--- config.mk ---
export PLATFORM = sky130hd
export DESIGN_NAME = output_writeback_ctrl
export DESIGN_NICKNAME = d
export VERILOG_FILES = /design/src/rtl/output_writeback_ctrl.sv
export SDC_FILE = /design/constraint.sdc
export NUM_CORES = 1
export LEC_CHECK = 0
export CORE_MARGIN = 2
export CORE_UTILIZATION = 35
export CTS_BUF_LIST = sky130_fd_sc_hd__clkbuf_4
export DETAILED_ROUTE_END_ITERATION = 16
export DONT_BUFFER_PORTS = 1
export GPL_ROUTABILITY_DRIVEN = 0
export GPL_TIMING_DRIVEN = 0
export PLACE_DENSITY_LB_ADDON = 0.15
export SYNTH_ARGS = -nofsm -noshare
export SYNTH_HDL_FRONTEND = slang
export SYNTH_SLANG_ARGS = --single-unit
--- constraint.sdc ---
create_clock -name clk -period 2.4 [get_ports clk]
set_clock_uncertainty 0.05 [all_clocks]
set_input_delay 0 -clock clk [delete_from_list [all_inputs] [get_ports clk]]
set_output_delay 0 -clock clk [all_outputs]
set_load 0.03 [all_outputs]
--- src/rtl/output_writeback_ctrl.sv ---
// rtl/output_writeback_ctrl.sv - splits packed activation words into half-word SRAM write beats
module output_writeback_ctrl #(
  parameter int N_DIM_ARRAY    = 8,
  parameter int ACT_DATA_WIDTH = 8,
  parameter int ADDR_WIDTH     = 32,
  parameter int CNT_WIDTH      = 16,
  parameter int MODE_CNN       = 1
) (
  input  logic                                  clk,
  input  logic                                  reset,
  input  logic [2:0]                            mode,
  input  logic                                  cfg_start,
  input  logic [ADDR_WIDTH-1:0]                 cfg_base_addr,
  input  logic [ADDR_WIDTH-1:0]                 cfg_addr_stride,
  input  logic [CNT_WIDTH-1:0]                  cfg_num_words,
  input  logic                                  in_valid,
  input  logic [N_DIM_ARRAY*ACT_DATA_WIDTH-1:0] in_word,
  output logic                                  in_ready,
  output logic                                  mem_req,
  output logic [ADDR_WIDTH-1:0]                 mem_addr,
  output logic [N_DIM_ARRAY*ACT_DATA_WIDTH/2-1:0] mem_wdata,
  input  logic                                  mem_gnt,
  output logic                                  busy,
  output logic                                  done,
  output logic                                  err_overflow
);

  localparam int WORD_W = N_DIM_ARRAY * ACT_DATA_WIDTH;
  localparam int HALF_W = WORD_W / 2;
  localparam logic [ADDR_WIDTH-1:0] BEAT_BYTES = ADDR_WIDTH'(HALF_W / 8);
  localparam logic [2:0] MODE_CNN_ENC = 3'(MODE_CNN);

  typedef enum logic [2:0] {IDLE, WAIT_IN, WR_LO, WR_HI, FINISH} state_t;

  state_t                 state_q;
  logic [2:0]             mode_q;
  logic [ADDR_WIDTH-1:0]  word_addr_q;
  logic [ADDR_WIDTH-1:0]  beat_addr_q;
  logic [ADDR_WIDTH-1:0]  stride_q;
  logic [CNT_WIDTH-1:0]   remaining_q;
  logic [HALF_W-1:0]      holding_hi_q;
  logic                   in_ready_q;
  logic                   mem_req_q;
  logic [ADDR_WIDTH-1:0]  mem_addr_q;
  logic [HALF_W-1:0]      mem_wdata_q;
  logic                   busy_q;
  logic                   done_q;
  logic                   err_q;

  logic                   is_cnn;
  logic                   word_done;
  logic [ADDR_WIDTH-1:0]  word_addr_d;

  assign is_cnn      = (mode_q == MODE_CNN_ENC);
  assign word_done   = mem_gnt && (((state_q == WR_LO) && !is_cnn) || (state_q == WR_HI));
  assign word_addr_d = word_addr_q + stride_q;

  // The low half of an accepted word goes straight into the beat data register;
  // only the upper half needs to be held for the second CNN beat.
  always_ff @(posedge clk or negedge reset) begin
    if (!reset) begin
      state_q      <= IDLE;
      mode_q       <= '0;
      word_addr_q  <= '0;
      beat_addr_q  <= '0;
      stride_q     <= '0;
      remaining_q  <= '0;
      holding_hi_q <= '0;
      in_ready_q   <= 1'b0;
      mem_req_q    <= 1'b0;
      mem_addr_q   <= '0;
      mem_wdata_q  <= '0;
      busy_q       <= 1'b0;
      done_q       <= 1'b0;
      err_q        <= 1'b0;
    end else begin
      done_q <= 1'b0;
      case (state_q)
        IDLE: begin
          if (in_valid) err_q <= 1'b1;
          if (cfg_start) begin
            mode_q      <= mode;
            word_addr_q <= cfg_base_addr;
            beat_addr_q <= cfg_base_addr;
            stride_q    <= cfg_addr_stride;
            remaining_q <= cfg_num_words;
            busy_q      <= 1'b1;
            err_q       <= in_valid;
            if (cfg_num_words == '0) begin
              state_q <= FINISH;
            end else begin
              state_q    <= WAIT_IN;
              in_ready_q <= 1'b1;
            end
          end
        end
        WAIT_IN: begin
          if (in_valid && in_ready_q) begin
            holding_hi_q <= in_word[WORD_W-1:HALF_W];
            mem_wdata_q  <= in_word[HALF_W-1:0];
            mem_addr_q   <= beat_addr_q;
            mem_req_q    <= 1'b1;
            in_ready_q   <= 1'b0;
            state_q      <= WR_LO;
          end
        end
        WR_LO: begin
          if (mem_gnt && is_cnn) begin
            beat_addr_q <= beat_addr_q + BEAT_BYTES;
            mem_addr_q  <= beat_addr_q + BEAT_BYTES;
            mem_wdata_q <= holding_hi_q;
            state_q     <= WR_HI;
          end
        end
        WR_HI: ;
        FINISH: begin
          if (in_valid) err_q <= 1'b1;
          done_q  <= 1'b1;
          busy_q  <= 1'b0;
          state_q <= IDLE;
        end
        default: state_q <= IDLE;
      endcase

      if (word_done) begin
        mem_req_q   <= 1'b0;
        remaining_q <= (remaining_q != '0) ? remaining_q - CNT_WIDTH'(1) : '0;
        word_addr_q <= word_addr_d;
        beat_addr_q <= word_addr_d;
        if (remaining_q <= CNT_WIDTH'(1)) begin
          state_q <= FINISH;
        end else begin
          state_q    <= WAIT_IN;
          in_ready_q <= 1'b1;
        end
      end
    end
  end

  assign in_ready     = in_ready_q;
  assign mem_req      = mem_req_q;
  assign mem_addr     = mem_addr_q;
  assign mem_wdata    = mem_wdata_q;
  assign busy         = busy_q;
  assign done         = done_q;
  assign err_overflow = err_q;

endmodule
==> flow_metrics.env <==
export IMPL_maxCapViolCount=0
export IMPL_power_per_cell_area_nw_per_um2=1500
export IMPL_grt_pass1_wl_um=72300
export IMPL_num_rows=68
export IMPL_final_max_slew_viol_count=0
export IMPL_p_switching_mw=12.8
export IMPL_drtIter0Drc=763
export IMPL_detailed_place_hpwl_um=31000
export IMPL_die_x_um=192
export IMPL_cts_sinks=219
export IMPL_cts_max_level=3
export IMPL_areaGrowthSynthToFinish_pct=44.5
export IMPL_path_max_fanout=4
export IMPL_worst_endpoint_arrival_ps=3180
export IMPL_sequentialPowerShare_pct=30.3
export IMPL_synthArstFlopShare_pct=100
export IMPL_layout_drive_gt1_share_pct=19.5
export IMPL_cts_hold_buf=286
export IMPL_whs_ps=-1070
export IMPL_cts_tree="built"
export IMPL_worst_slew_pin_slew_ps=857
export IMPL_cpPeakStageDelay_ps=430
export IMPL_fillCellCount=3234
export IMPL_crit_buf_inv=0
export IMPL_synthTopCellsByArea="dfrtp_1, nand2_1, o21ai_0"
export IMPL_root_buffer="clkbuf_4"
export IMPL_post_place_ws_ps=-736
export IMPL_slew_headroom_pct=42.9
export IMPL_p_comb_share_pct=54.9
export IMPL_io_buffers=0
export IMPL_cts_max_path_buffers=3
export IMPL_synth_fp_nets=1581
export IMPL_clk_pin_slew_ps=70
export IMPL_synth_top_flop_cell="dfrtp_1"
export IMPL_dieArea_um2=37000
export IMPL_ant_nets=0
export IMPL_syn_inst=1394
export IMPL_p_clk_share_pct=14.7
export IMPL_grt_use_total_pct=25.7
export IMPL_viasPerCell=5.34
export IMPL_start_util_pct=35.7
export IMPL_synth_avg_cell_area_um2=8.90
export IMPL_drc=0
export IMPL_r2r_slack_ps=-180
export IMPL_path_cells="ha_4 > a21oi_2 > o21bai_1 > a21o_1 > a221o_2 > a41oi_4 > o21ai_4 > mux2i_2 > o31ai_1"
export IMPL_placed_area_um2=13000
export IMPL_antenna_found_initial=3
export IMPL_period_share_pct=107
export IMPL_nets=1974
export IMPL_yosys_area_top_type_share_pct=44.2
export IMPL_io_pins=221
export IMPL_setup_violations=24
export IMPL_clk_latency_ps=750
export IMPL_critPathRequiredTime_ps=3000
export IMPL_final_area_um2=17900
export IMPL_grt_max_degree=220
export IMPL_critPathCaptureType="flip-flop"
export IMPL_post_route_min_period_ps=2580
export IMPL_wl_per_cell_um=20.5
export IMPL_syn_area_um2=12400
export IMPL_overflow=0
export IMPL_critPathKind="flip-flop to flip-flop"
export IMPL_synth_area_leader_cell="dfrtp_1"
export IMPL_yosys_warnings=0
export IMPL_hp_class="input pin to asynchronous set/reset pin"
export IMPL_ir_worst_vdd_uv=745
export IMPL_max_freq_mhz=388
export IMPL_rsz0062_at_grt="true"
export IMPL_synth_seq_cells=219
export IMPL_synth_edf_count=0
export IMPL_drt_wl_total_um=47000
export IMPL_finalSetupTns_ps=-2100
export IMPL_ys_types=75
export IMPL_hold_violations=219
export IMPL_cp_slowest_cell="dfrtp_2"
export IMPL_numCtsBuffers=69
export IMPL_switching_share_pct=47.8
export IMPL_vias=12232
export IMPL_core_region_area_um2=34700
export IMPL_seq_area_frac_synth_pct=44.2
export IMPL_cpLargestDelayFamily="compound AO/OA/AOI/OAI gates"
export IMPL_outcome="finished with violations"
export IMPL_setup_slack_ps=-178
export IMPL_dr_pass1_iters=5
export IMPL_leakagePower_nw=7.84
export IMPL_die_y_um=192
export IMPL_critPathLaunchType="flip-flop"
export IMPL_first_global_vias=12656
export IMPL_internal_power_mw=14.0
export IMPL_violations="hold timing, setup timing"
==> per-layer routing <==
metal	wire [um]	GRT usage [%]
met1	19100	31.8
met2	22400	42.3
met3	3950	7.15
met4	1590	10.4
met5	13	0
==> power by group through the flow <==
stage               logic, mW  registers (mW)  clock network [mW]
global placement         11.1            7.95                   0
CTS                      13.8            8.04                4.06
detailed placement       11.2            7.96                   0
global route             16.0            8.38                4.26
finish                   14.7            8.13                3.95
floorplan                8.51            7.43                   0
==> kinds of logic (layout without fill, tap and decap cells) <==
kind of cell	after synthesis	in the layout	share of synthesized area [%]
and+or+nand+nor	530	530	18.6
AOI/OAI and AO/OA	355	355	17.7
DFF	219	219	44.2
buffers and inverters	106	546	4.26
muxes	79	79	6.72
xor gates and xnor gates	70	70	4.94
adders and majority gates	35	35	3.59
other	0	3	0
==> cell usage in the layout, fill, tap and decap left out, types with 7 or more instances in the layout <==
cell type,count
nand2_1,291
dlygate4sd3_1,286
dfrtp_1,215
o21ai_0,105
nor2_1,95
clkbuf_4,95
a21oi_1,71
mux2i_1,44
buf_4,38
mux2_2,34
xnor2_1,33
nand3_1,30
clkbuf_1,28
xor2_1,25
a31oi_1,25
clkbuf_2,19
a211oi_1,19
o21ai_1,17
clkinv_1,17
ha_1,16
ha_4,16
a21o_1,15
nand4_1,15
inv_1,13
and3_1,13
buf_6,13
a21oi_2,12
o211ai_1,11
nor3_1,10
buf_2,9
buf_1,9
nor4_1,8
nand2_2,8
xnor2_2,8
clkbuf_8,7
a221o_1,7
==> worst register-to-register path, stage by stage (launching register included) <==
cell and delay (ps):
dfrtp_2 430, ha_4 270, a21oi_2 190, o21bai_1 100, a21o_1 240, a221o_2 370, a41oi_4 270, o21ai_4 130
mux2i_2 190, o31ai_1 250
==> synth_stat cells, types with 18 or more instances <==
master / n
xor2_1: 29
nor3_1: 18
nor2_1: 100
dfrtp_1: 219
nand3_1: 34
a21oi_1: 83
xnor2_1: 41
ha_1: 34
mux2_2: 34
mux2i_1: 45
clkbuf_1: 50
a211oi_1: 23
a31oi_1: 31
nand2_1: 300
o21ai_0: 126
==> repair_timing <==
item,CTS,global route
endpoints found under the hold margin,437,219
pin swaps,62,39
gates resized for setup,134,84
cloned,0,0
buffers inserted,28,14
endpoints found under the setup margin,177,144
==> cell type report <==
class	count	area, um^2	area share (%)
timing repair buffer	328	3220	18.0
multi-input combinational	1069	7210	40.2
tap	455	569	3.18
clock inverter	28	201	1.12
sequential	219	5490	30.6
inverter	13	48.8	0.272
clock buffer	90	676	3.77
buffer	87	507	2.83
antenna	3	7.51	0.0419
==> sequential cells by signal, summed over array words and instances (netlist names) <==
register and flops:
err_overflow 1, busy 1, stride_q 32, mem_req 1, word_addr_q 32, mem_addr 32
done 1, holding_hi_q 32, mode_q 3, beat_addr_q 32, mem_wdata 32, state_q 3
remaining_q 16, in_ready 1
==> metrics by stage <==
stage | hold WS, ps | std cells | utilization (%) | total power, mW
final | -1070 | 2292 | 51.6 | 26.8
after global routing | -1150 | 2292 | 51.6 | 28.7
after CTS | -1160 | 2277 | 50.7 | 25.9
after detailed placement | -333 | 1849 | 37.4 | 19.1
after global placement | -335 | 1849 | 37.4 | 19.1
after floorplan | -346 | 1394 | - | 15.9
==> final timing paths <==
| path | start | end | cells after the start |
|---|---|---|---|
| worst max-delay path | stride_q[15] | beat_addr_q[26] | 9 |
| worst max register to register | stride_q[15] | beat_addr_q[26] | 9 |
| worst min-delay path | reset | stride_q[8] | 0 |
| min in group clk | in_word[16] | mem_wdata[16] | 3 |
| worst min register to register | mode_q[0] | mode_q[0] | 2 |
| max in group asynchronous | reset | state_q[1] | 0 |
Power figures use the tool's default switching activity.
